--- src/rtl/vga_box_compositor_if.sv ---
// Pixel-stream bundle between the timing generator, game logic and the box compositor.
// Carries the per-pixel stream, the packed per-box controls and the composited results.
interface vga_box_compositor_if #(
  parameter int NUM_BOXES = 4,
  parameter int HALF_W    = 6,
  parameter int FRAME_W   = 8
);
  logic                        screenEnd;
  logic                        active;
  logic [9:0]                  x;
  logic [8:0]                  y;
  logic [11:0]                 bg_color;
  logic [NUM_BOXES*10-1:0]     box_cx;
  logic [NUM_BOXES*9-1:0]      box_cy;
  logic [NUM_BOXES*HALF_W-1:0] box_half;
  logic [NUM_BOXES*12-1:0]     box_color;
  logic [NUM_BOXES-1:0]        box_en;
  logic [NUM_BOXES-1:0]        box_blink;
  logic [11:0]                 color_out;
  logic [NUM_BOXES-1:0]        hit;
  logic [NUM_BOXES-1:0]        overlap;
  logic [FRAME_W-1:0]          frame_count;

  modport master (
    output screenEnd, active, x, y, bg_color,
           box_cx, box_cy, box_half, box_color, box_en, box_blink,
    input  color_out, hit, overlap, frame_count
  );
  modport slave (
    input  screenEnd, active, x, y, bg_color,
           box_cx, box_cy, box_half, box_color, box_en, box_blink,
    output color_out, hit, overlap, frame_count
  );
endinterface

--- src/rtl/vga_box_compositor.sv ---
// Composites NUM_BOXES solid rectangles over the background stream, one cycle of latency.
// Box geometry is captured only on screenEnd; reports per-pixel hits and box-0 collisions.
module vga_box_compositor #(
  parameter int NUM_BOXES = 4,
  parameter int WIDTH     = 640,
  parameter int HEIGHT    = 480,
  parameter int HALF_W    = 6,
  parameter int FRAME_W   = 8,
  parameter int BLINK_BIT = 4
) (
  input  logic                  clk_25mHz,
  input  logic                  reset,
  vga_box_compositor_if.slave   bus
);

  logic [NUM_BOXES-1:0] w_in;
  logic [11:0]          w_color;
  logic [11:0]          r_color;
  logic [NUM_BOXES-1:0] r_hit;
  logic [NUM_BOXES-1:0] r_overlap;
  logic [NUM_BOXES-1:0] r_acc;
  logic [FRAME_W-1:0]   r_frame;

  for (genvar i = 0; i < NUM_BOXES; i++) begin : g_box
    logic [9:0]        w_cx;
    logic [8:0]        w_cy;
    logic [HALF_W-1:0] w_half;
    logic [10:0]       w_l, w_t, w_r, w_b;
    logic [9:0]        r_left, r_right;
    logic [8:0]        r_top, r_bot;
    logic              r_vis;

    assign w_cx   = bus.box_cx[10*i +: 10];
    assign w_cy   = bus.box_cy[9*i +: 9];
    assign w_half = bus.box_half[HALF_W*i +: HALF_W];
    // 11-bit arithmetic so a negative left/top shows up in bit 10 instead of wrapping
    assign w_l = {1'b0, w_cx} - 11'(w_half);
    assign w_t = {2'b0, w_cy} - 11'(w_half);
    assign w_r = {1'b0, w_cx} + 11'(w_half);
    assign w_b = {2'b0, w_cy} + 11'(w_half);

    always_ff @(posedge clk_25mHz) begin
      if (!reset) begin
        r_left  <= '0;
        r_right <= '0;
        r_top   <= '0;
        r_bot   <= '0;
        r_vis   <= 1'b0;
      end else if (bus.screenEnd) begin
        r_left  <= w_l[10] ? '0 : w_l[9:0];
        r_right <= (w_r > 11'(WIDTH-1))  ? 10'(WIDTH-1) : w_r[9:0];
        r_top   <= w_t[10] ? '0 : w_t[8:0];
        r_bot   <= (w_b > 11'(HEIGHT-1)) ? 9'(HEIGHT-1) : w_b[8:0];
        r_vis   <= bus.box_en[i] && (!bus.box_blink[i] || !r_frame[BLINK_BIT]);
      end
    end

    assign w_in[i] = r_vis && (bus.x >= r_left) && (bus.x <= r_right)
                           && (bus.y >= r_top)  && (bus.y <= r_bot);
  end

  // Ascending scan: the highest-index box that covers the pixel wins
  always_comb begin
    w_color = bus.bg_color;
    for (int i = 0; i < NUM_BOXES; i++)
      if (w_in[i]) w_color = bus.box_color[12*i +: 12];
  end

  always_ff @(posedge clk_25mHz) begin
    if (!reset) begin
      r_color   <= '0;
      r_hit     <= '0;
      r_overlap <= '0;
      r_acc     <= '0;
      r_frame   <= '0;
    end else begin
      r_color <= bus.active ? w_color : 12'h000;
      r_hit   <= bus.active ? w_in : '0;
      if (bus.screenEnd) begin
        r_overlap <= r_acc;
        r_acc     <= '0;
        r_frame   <= r_frame + 1'b1;
      end else if (bus.active) begin
        r_acc <= r_acc | ({NUM_BOXES{w_in[0]}} & {w_in[NUM_BOXES-1:1], 1'b0});
      end
    end
  end

  assign bus.color_out   = r_color;
  assign bus.hit         = r_hit;
  assign bus.overlap     = r_overlap;
  assign bus.frame_count = r_frame;

endmodule

--- src/flat_wrapper.sv ---
// flat-port wrapper written by rule: the top's interface ports become plain ports
module vga_box_compositor_flat 
#(
  parameter int NUM_BOXES = 4,
  parameter int WIDTH     = 640,
  parameter int HEIGHT    = 480,
  parameter int HALF_W    = 6,
  parameter int FRAME_W   = 8,
  parameter int BLINK_BIT = 4
)
  (clk_25mHz, reset, bus_screenEnd, bus_active, bus_x, bus_y, bus_bg_color, bus_box_cx, bus_box_cy, bus_box_half, bus_box_color, bus_box_en, bus_box_blink, bus_color_out, bus_hit, bus_overlap, bus_frame_count);
  vga_box_compositor_if #(.NUM_BOXES(NUM_BOXES), .HALF_W(HALF_W), .FRAME_W(FRAME_W)) bus_i ();
  input  logic clk_25mHz;
  input  logic reset;
  input wire logic [$bits(bus_i.screenEnd)-1:0] bus_screenEnd;
  input wire logic [$bits(bus_i.active)-1:0] bus_active;
  input wire logic [$bits(bus_i.x)-1:0] bus_x;
  input wire logic [$bits(bus_i.y)-1:0] bus_y;
  input wire logic [$bits(bus_i.bg_color)-1:0] bus_bg_color;
  input wire logic [$bits(bus_i.box_cx)-1:0] bus_box_cx;
  input wire logic [$bits(bus_i.box_cy)-1:0] bus_box_cy;
  input wire logic [$bits(bus_i.box_half)-1:0] bus_box_half;
  input wire logic [$bits(bus_i.box_color)-1:0] bus_box_color;
  input wire logic [$bits(bus_i.box_en)-1:0] bus_box_en;
  input wire logic [$bits(bus_i.box_blink)-1:0] bus_box_blink;
  output wire logic [$bits(bus_i.color_out)-1:0] bus_color_out;
  output wire logic [$bits(bus_i.hit)-1:0] bus_hit;
  output wire logic [$bits(bus_i.overlap)-1:0] bus_overlap;
  output wire logic [$bits(bus_i.frame_count)-1:0] bus_frame_count;
  assign bus_i.screenEnd = bus_screenEnd;
  assign bus_i.active = bus_active;
  assign bus_i.x = bus_x;
  assign bus_i.y = bus_y;
  assign bus_i.bg_color = bus_bg_color;
  assign bus_i.box_cx = bus_box_cx;
  assign bus_i.box_cy = bus_box_cy;
  assign bus_i.box_half = bus_box_half;
  assign bus_i.box_color = bus_box_color;
  assign bus_i.box_en = bus_box_en;
  assign bus_i.box_blink = bus_box_blink;
  assign bus_color_out = bus_i.color_out;
  assign bus_hit = bus_i.hit;
  assign bus_overlap = bus_i.overlap;
  assign bus_frame_count = bus_i.frame_count;
  vga_box_compositor #(.NUM_BOXES(NUM_BOXES), .WIDTH(WIDTH), .HEIGHT(HEIGHT), .HALF_W(HALF_W), .FRAME_W(FRAME_W), .BLINK_BIT(BLINK_BIT)) u_core (.clk_25mHz(clk_25mHz), .reset(reset), .bus(bus_i));
endmodule
--- config.mk ---
export PLATFORM = sky130hd
export DESIGN_NAME = vga_box_compositor_flat
export DESIGN_NICKNAME = d
export VERILOG_FILES = /design/src/rtl/vga_box_compositor_if.sv /design/src/rtl/vga_box_compositor.sv /design/src/flat_wrapper.sv
export SDC_FILE = /design/constraint.sdc
export NUM_CORES = 1
export LEC_CHECK = 0
export CAP_MARGIN = 25
export CORE_MARGIN = 2
export CORE_UTILIZATION = 32
export DETAILED_ROUTE_END_ITERATION = 8
export GPL_ROUTABILITY_DRIVEN = 0
export PLACE_DENSITY_LB_ADDON = 0.15
export SLEW_MARGIN = 10
export SYNTH_ARGS = -nofsm -noshare
export SYNTH_HDL_FRONTEND = slang
export SYNTH_SLANG_ARGS = --single-unit
--- constraint.sdc ---
create_clock -name clk_25mHz -period 4.23 [get_ports clk_25mHz]
set_clock_uncertainty 0.1 [all_clocks]
set_input_delay 1.0575 -clock clk_25mHz [delete_from_list [all_inputs] [get_ports clk_25mHz]]
set_output_delay 1.0575 -clock clk_25mHz [all_outputs]
set_load 0.1 [all_outputs]
### Word level (Yosys, flattened, before mapping)

Cells that the tools add are included.

| operators by class | value |
|---|---|
| add/sub/neg operators | 17 |
| order comparisons | 24 |
| multiplexer cells | 20 |
| bitwise operators | 3 |
| reduce and logical (&&, ||, !) cells | 31 |

Operators by type and width:

| kind | count |
|---|---|
| $mux W10 | 8 |
| $mux W9 | 8 |
| $mux W12 | 4 |
| $add A10 B6 Y11 | 4 |
| $gt A11 B10 Y1 const B | 4 |
| $gt A11 B9 Y1 const B | 4 |
| $sub A10 B6 Y11 | 4 |
| $add A9 B6 Y10 | 4 |
| $ge A10 B10 Y1 | 4 |
| $le A10 B10 Y1 | 4 |
| $sub A9 B6 Y10 | 4 |
| $ge A9 B9 Y1 | 4 |
| $le A9 B9 Y1 | 4 |
| $logic_and A1 B1 Y1 | 20 |
| $add A8 B1 Y8 const B | 1 |
| $logic_not A1 Y1 | 5 |
| $and A4 B4 Y4 | 1 |
| $logic_or A1 B1 Y1 | 4 |
| $or A4 B4 Y4 | 1 |
| $reduce_and A2 Y1 | 1 |
| $reduce_or A2 Y1 | 1 |
| $not A1 Y1 | 1 |

| word-level totals | value |
|---|---|
| flip-flop bits (word level) | 188 |
| bits of input ports | 191 |
| word-level logic and storage cells | 120 |

### Longest topological paths before layout

| depth | value |
|---|---|
| depth in word-level cells | 9 |
| gate-level depth with buffers | 11 |

### Worst setup path after synthesis

Ideal clock, no wire load.

| timing path | value |
|---|---|
| kind | in2reg |
| start | input bus_box_cx[0] |
| end | register u_core.g_box[0].r_left[9] |
| library setup time | 122 ps |
| data arrival time | 3064 ps |
| data required time | 4008 ps |
| path slack | 944 ps |
| stages | 11 |
| path buffers | 0 |
| cell sequence | inv_1 > ha_1 > inv_1 > fa_1 > a21o_1 > a21oi_1 > nor2_1 > o21a_1 > o21ai_1 > nor2_1 > a221o_1 |

| on the way | value |
|---|---|
| cells in the longest elaborated chain, start to end | 2 |

RTL lines:

| item | RTL line | text |
|---|---|---|
| from (decl) | flat_wrapper.sv:20 | `input wire logic [$bits(bus_i.box_cx)-1:0] bus_box_cx;` |
| $sub A10 B6 Y11 | vga_box_compositor.sv:37 | `assign w_l = {1'b0, w_cx} - 11'(w_half);` |
| $mux W10 | vga_box_compositor.sv:50 | `r_left <= w_l[10] ? '0 : w_l[9:0];` |
| to (signal assigned) | vga_box_compositor.sv:50 |  |
| to (decl) | vga_box_compositor.sv:29 | `logic [9:0] r_left, r_right;` |

Every way passes these cells.
A chain may end at the register's enable or synchronous reset.

### Worst setup path after layout

| timing path | value |
|---|---|
| start | input bus_x[3] |
| end | register u_core.r_color[11] (netlist: u_core.bus.color_out[11]) |

| on the way | value |
|---|---|
| cells in the longest elaborated chain, start to end | 9 |
| elaborated cells between the ends (all ways) | 28 |

RTL lines:

| item | RTL line | text |
|---|---|---|
| from (decl) | flat_wrapper.sv:17 | `input wire logic [$bits(bus_i.x)-1:0] bus_x;` |
| $ge A10 B10 Y1 | vga_box_compositor.sv:58 | `assign w_in[i] = r_vis && (bus.x >= r_left) && (bus.x <= r_right)` |
| $logic_and A1 B1 Y1 (2 in series) | vga_box_compositor.sv:58 |  |
| $logic_and A1 B1 Y1 (2 in series) | vga_box_compositor.sv:59 | `&& (bus.y >= r_top) && (bus.y <= r_bot);` |
| $mux W12 (3 in series) | vga_box_compositor.sv:66 | `if (w_in[i]) w_color = bus.box_color[12*i +: 12];` |
| $mux W12 (*) | vga_box_compositor.sv:66 |  |
| to (signal assigned) | vga_box_compositor.sv:77 | `r_color <= bus.active ? w_color : 12'h000;` |
| to (decl) | vga_box_compositor.sv:18 | `logic [11:0] r_color;` |

Every way passes the cells marked *; elsewhere a longest branch is shown, timed or not.

==> reports/metrics.csv <==
metric,value,unit
status,"finished, final reports clean",
rows,80,
slew_viol_final,0,
dp_hpwl,42.6,mm
fin_util,40.3,%
netlist_instances,1874,
cts_resized,0,
synth_area_leader_cell,dfxtp_1,
ys_top_cells_by_area,"dfxtp_1 (24%), ha_1 (20%), inv_1 (6.5%)",
seqCellArea,3720,um2
vias,14500,
numCtsBuffers,17,
port_buffers,217,
drc,0,
nets,2551,
synth_seq_area_share,24.0,%
fin_hold_ws,0.361,ns
critPathCaptureType,register,
grt_overflow_total,0,
wirelength,53.1,mm
critical_path.top_delay_family,simple AND/OR/NAND/NOR gates,
syn-num-nets,2330,
hp-class,register to register,
p_leak,7.95,nW
routedWlPerCell,19.5,um
multi_input_area,10500,um2
clockRootBuffer,clkbuf_16,
worstSetupPathType,input port to register,
yosysWarnings,0,
cts_tree,built,
synth.avg_cell_area,8.28,um2
yosysMostFrequentCell,inv_1,
synth-compound-area-share,25.6,%
grt_pass1_wl,81.4,mm
min_period,3.94,ns
htree_levels,4,
grt_start_max_net_pins,58,
synth_top_area_share,24.0,%
synth_common_cells,"inv_1 (269), ha_1 (249), dfxtp_1 (186)",
die_w,224,um
crit_path_start_kind,input port,
synth_top_family_by_area,compound AO/OA/AOI/OAI gates,
power_density,289,nW/um2
finalPower,0.00556,W
n_fill_cell,4861,
synth-seq-cells,186,
synth-simple-area-share,14.8,%
synth_edf_count,0,
peakVddDrop,0.000283,V
cts_setup_buffers,0,
fmax,254,MHz
core_area,47800,um2
path_clk_slew,0.07,ns
layout-drive-gt1-share,6.50,%
cts_num_sinks,186,
syn_area,15500,um2
slew-limit-headroom,19.2,%
critPathSlowestCell,nor4_1,
diodes,0,
arrival,4.17,ns
first_global_vias,14100,
synth-xor-area-share,4.18,%
antenna_found_initial,0,
hold_buffers,0,
synth-adder-area-share,22.1,%
detail-route-antenna-nets,0,
first_iter_violations,1077,
hold_viol,0,
yosys_most_used_dff,dfxtp_1,
drv_cap,0,
finalSetupViolCount,0,
first_pass_iters,5,
async_flop_share,0,%
routed_via_density,5.34,
worstPathRequired,4.47,ns
yosysUniqueCellTypes,87,
cp_cell_sequence,clkdlybuf4s50_1 > ha_1 > and4_1 > o21a_1 > nor3_1 > a21oi_1 > nor4_1 > a211o_1 > buf_12 > o221ai_1,
ios,219,
synthMuxAreaShare,0.532,%
fin_crit_sh,93.1,%
worst_pin_slew,1.21,ns
cts_max_path_buffers,2,
die_area,50300,um2
critPathBufInv,2,
initial_utilization,32.4,%
grt_setup_unrepaired,false,
synthToLayoutAreaGrowth,24.2,%
die_h,224,um
cp_max_fo,12,
clock_latency,0.47,ns
max_stage_delay,0.98,ns
grt_use_total,20.9,%
## final cells by class
cell class,instances,area share (%)
Clock buffer,20,2.26
Tap cell,615,3.99
Sequential cell,186,19.3
Clock inverter,11,0.753
Multi-Input combinational cell,1337,54.3
Inverter,272,5.29
Timing Repair Buffer,281,14.1
## flip-flops by register name, indices dropped and copies added, names as in the netlist
| signal | count |
|---|---|
| u_core.bus.frame_count | 8 |
| u_core.g_box.r_bot | 36 |
| u_core.g_box.r_right | 40 |
| u_core.bus.overlap | 3 |
| u_core.bus.hit | 4 |
| u_core.g_box.r_vis | 4 |
| u_core.bus.color_out | 12 |
| u_core.g_box.r_left | 40 |
| u_core.g_box.r_top | 36 |
| u_core.r_acc | 3 |
## worst paths after layout
path | end | startpoint | slack, ns | cells past startpoint
max | u_core.bus.color_out[11] | bus_x[3] | 0.29 | 10
min | u_core.g_box[3].r_left[0] | u_core.g_box[3].r_left[0] | 0.36 | 2
max reg2reg | u_core.bus.color_out[2] | u_core.g_box[0].r_bot[1] | 1.10 | 10
min reg2reg | u_core.g_box[3].r_left[0] | u_core.g_box[3].r_left[0] | 0.36 | 2
## worst min-delay path: stages (launching register included)
cell     delay [ns]
dfxtp_1        0.33
nand2_1        0.05
o21ai_0        0.05
## routing by layer
layer | wire length [um] | track usage (%)
met1 | 25500 | 28.5
met2 | 24100 | 34.6
met3 | 2440 | 2.74
met4 | 1090 | 5.94
met5 | 0 | 0
## metrics by stage
| step | cell area (um2) | cells | setup slack, ns | TNS, ns |
|---|---|---|---|---|
| after floorplan | 15500 | 1874 | 0.944 | 0 |
| after global placement | 18700 | 2691 | -0.0215 | -0.0383 |
| after detailed placement | 18700 | 2691 | -0.0455 | -0.298 |
| after CTS | 19300 | 2722 | 0.438 | 0 |
| after global routing | 19300 | 2722 | 0.259 | 0 |
| final | 19300 | 2722 | 0.293 | 0 |
## cells by family after synthesis
group           count (synthesis)
buf+inv                       351
flops                         186
mux                             8
xor+xnor                       74
other cells                     1
simple gates                  443
fa+ha+maj                     265
compound gates                546
## report_power, final
group          total (W)  internal [W]  switching (W)
combinational    0.00193      0.000809        0.00112
sequential       0.00196       0.00189      0.0000681
clock            0.00167      0.000926       0.000744
## cell usage in the layout, fill, tap and decap left out, types with 16 or more instances in the layout
master           Yosys  routed
buf_4                2      62
nor2_1             103     101
nor3_1              40      40
clkdlybuf4s50_1      0     213
nand2b_1            34      34
o21ai_0             96      95
nor2b_1             22      22
a211oi_1            16      16
a22o_1              32      32
a21oi_1             89      89
dfxtp_1            186     186
a31oi_1             43      43
ha_1               249     249
nand4_1             30      30
nor4_1              27      27
a21o_1              18      18
inv_1              269     269
o21a_1              20      20
fa_1                16      16
xor2_1              27      27
xnor2_1             47      47
clkbuf_16            0      17
o211ai_1            18      18
nand2_1             87      87
nand3_1             25      25
o22ai_1             31      31
(Power assumes the default switching activity.)
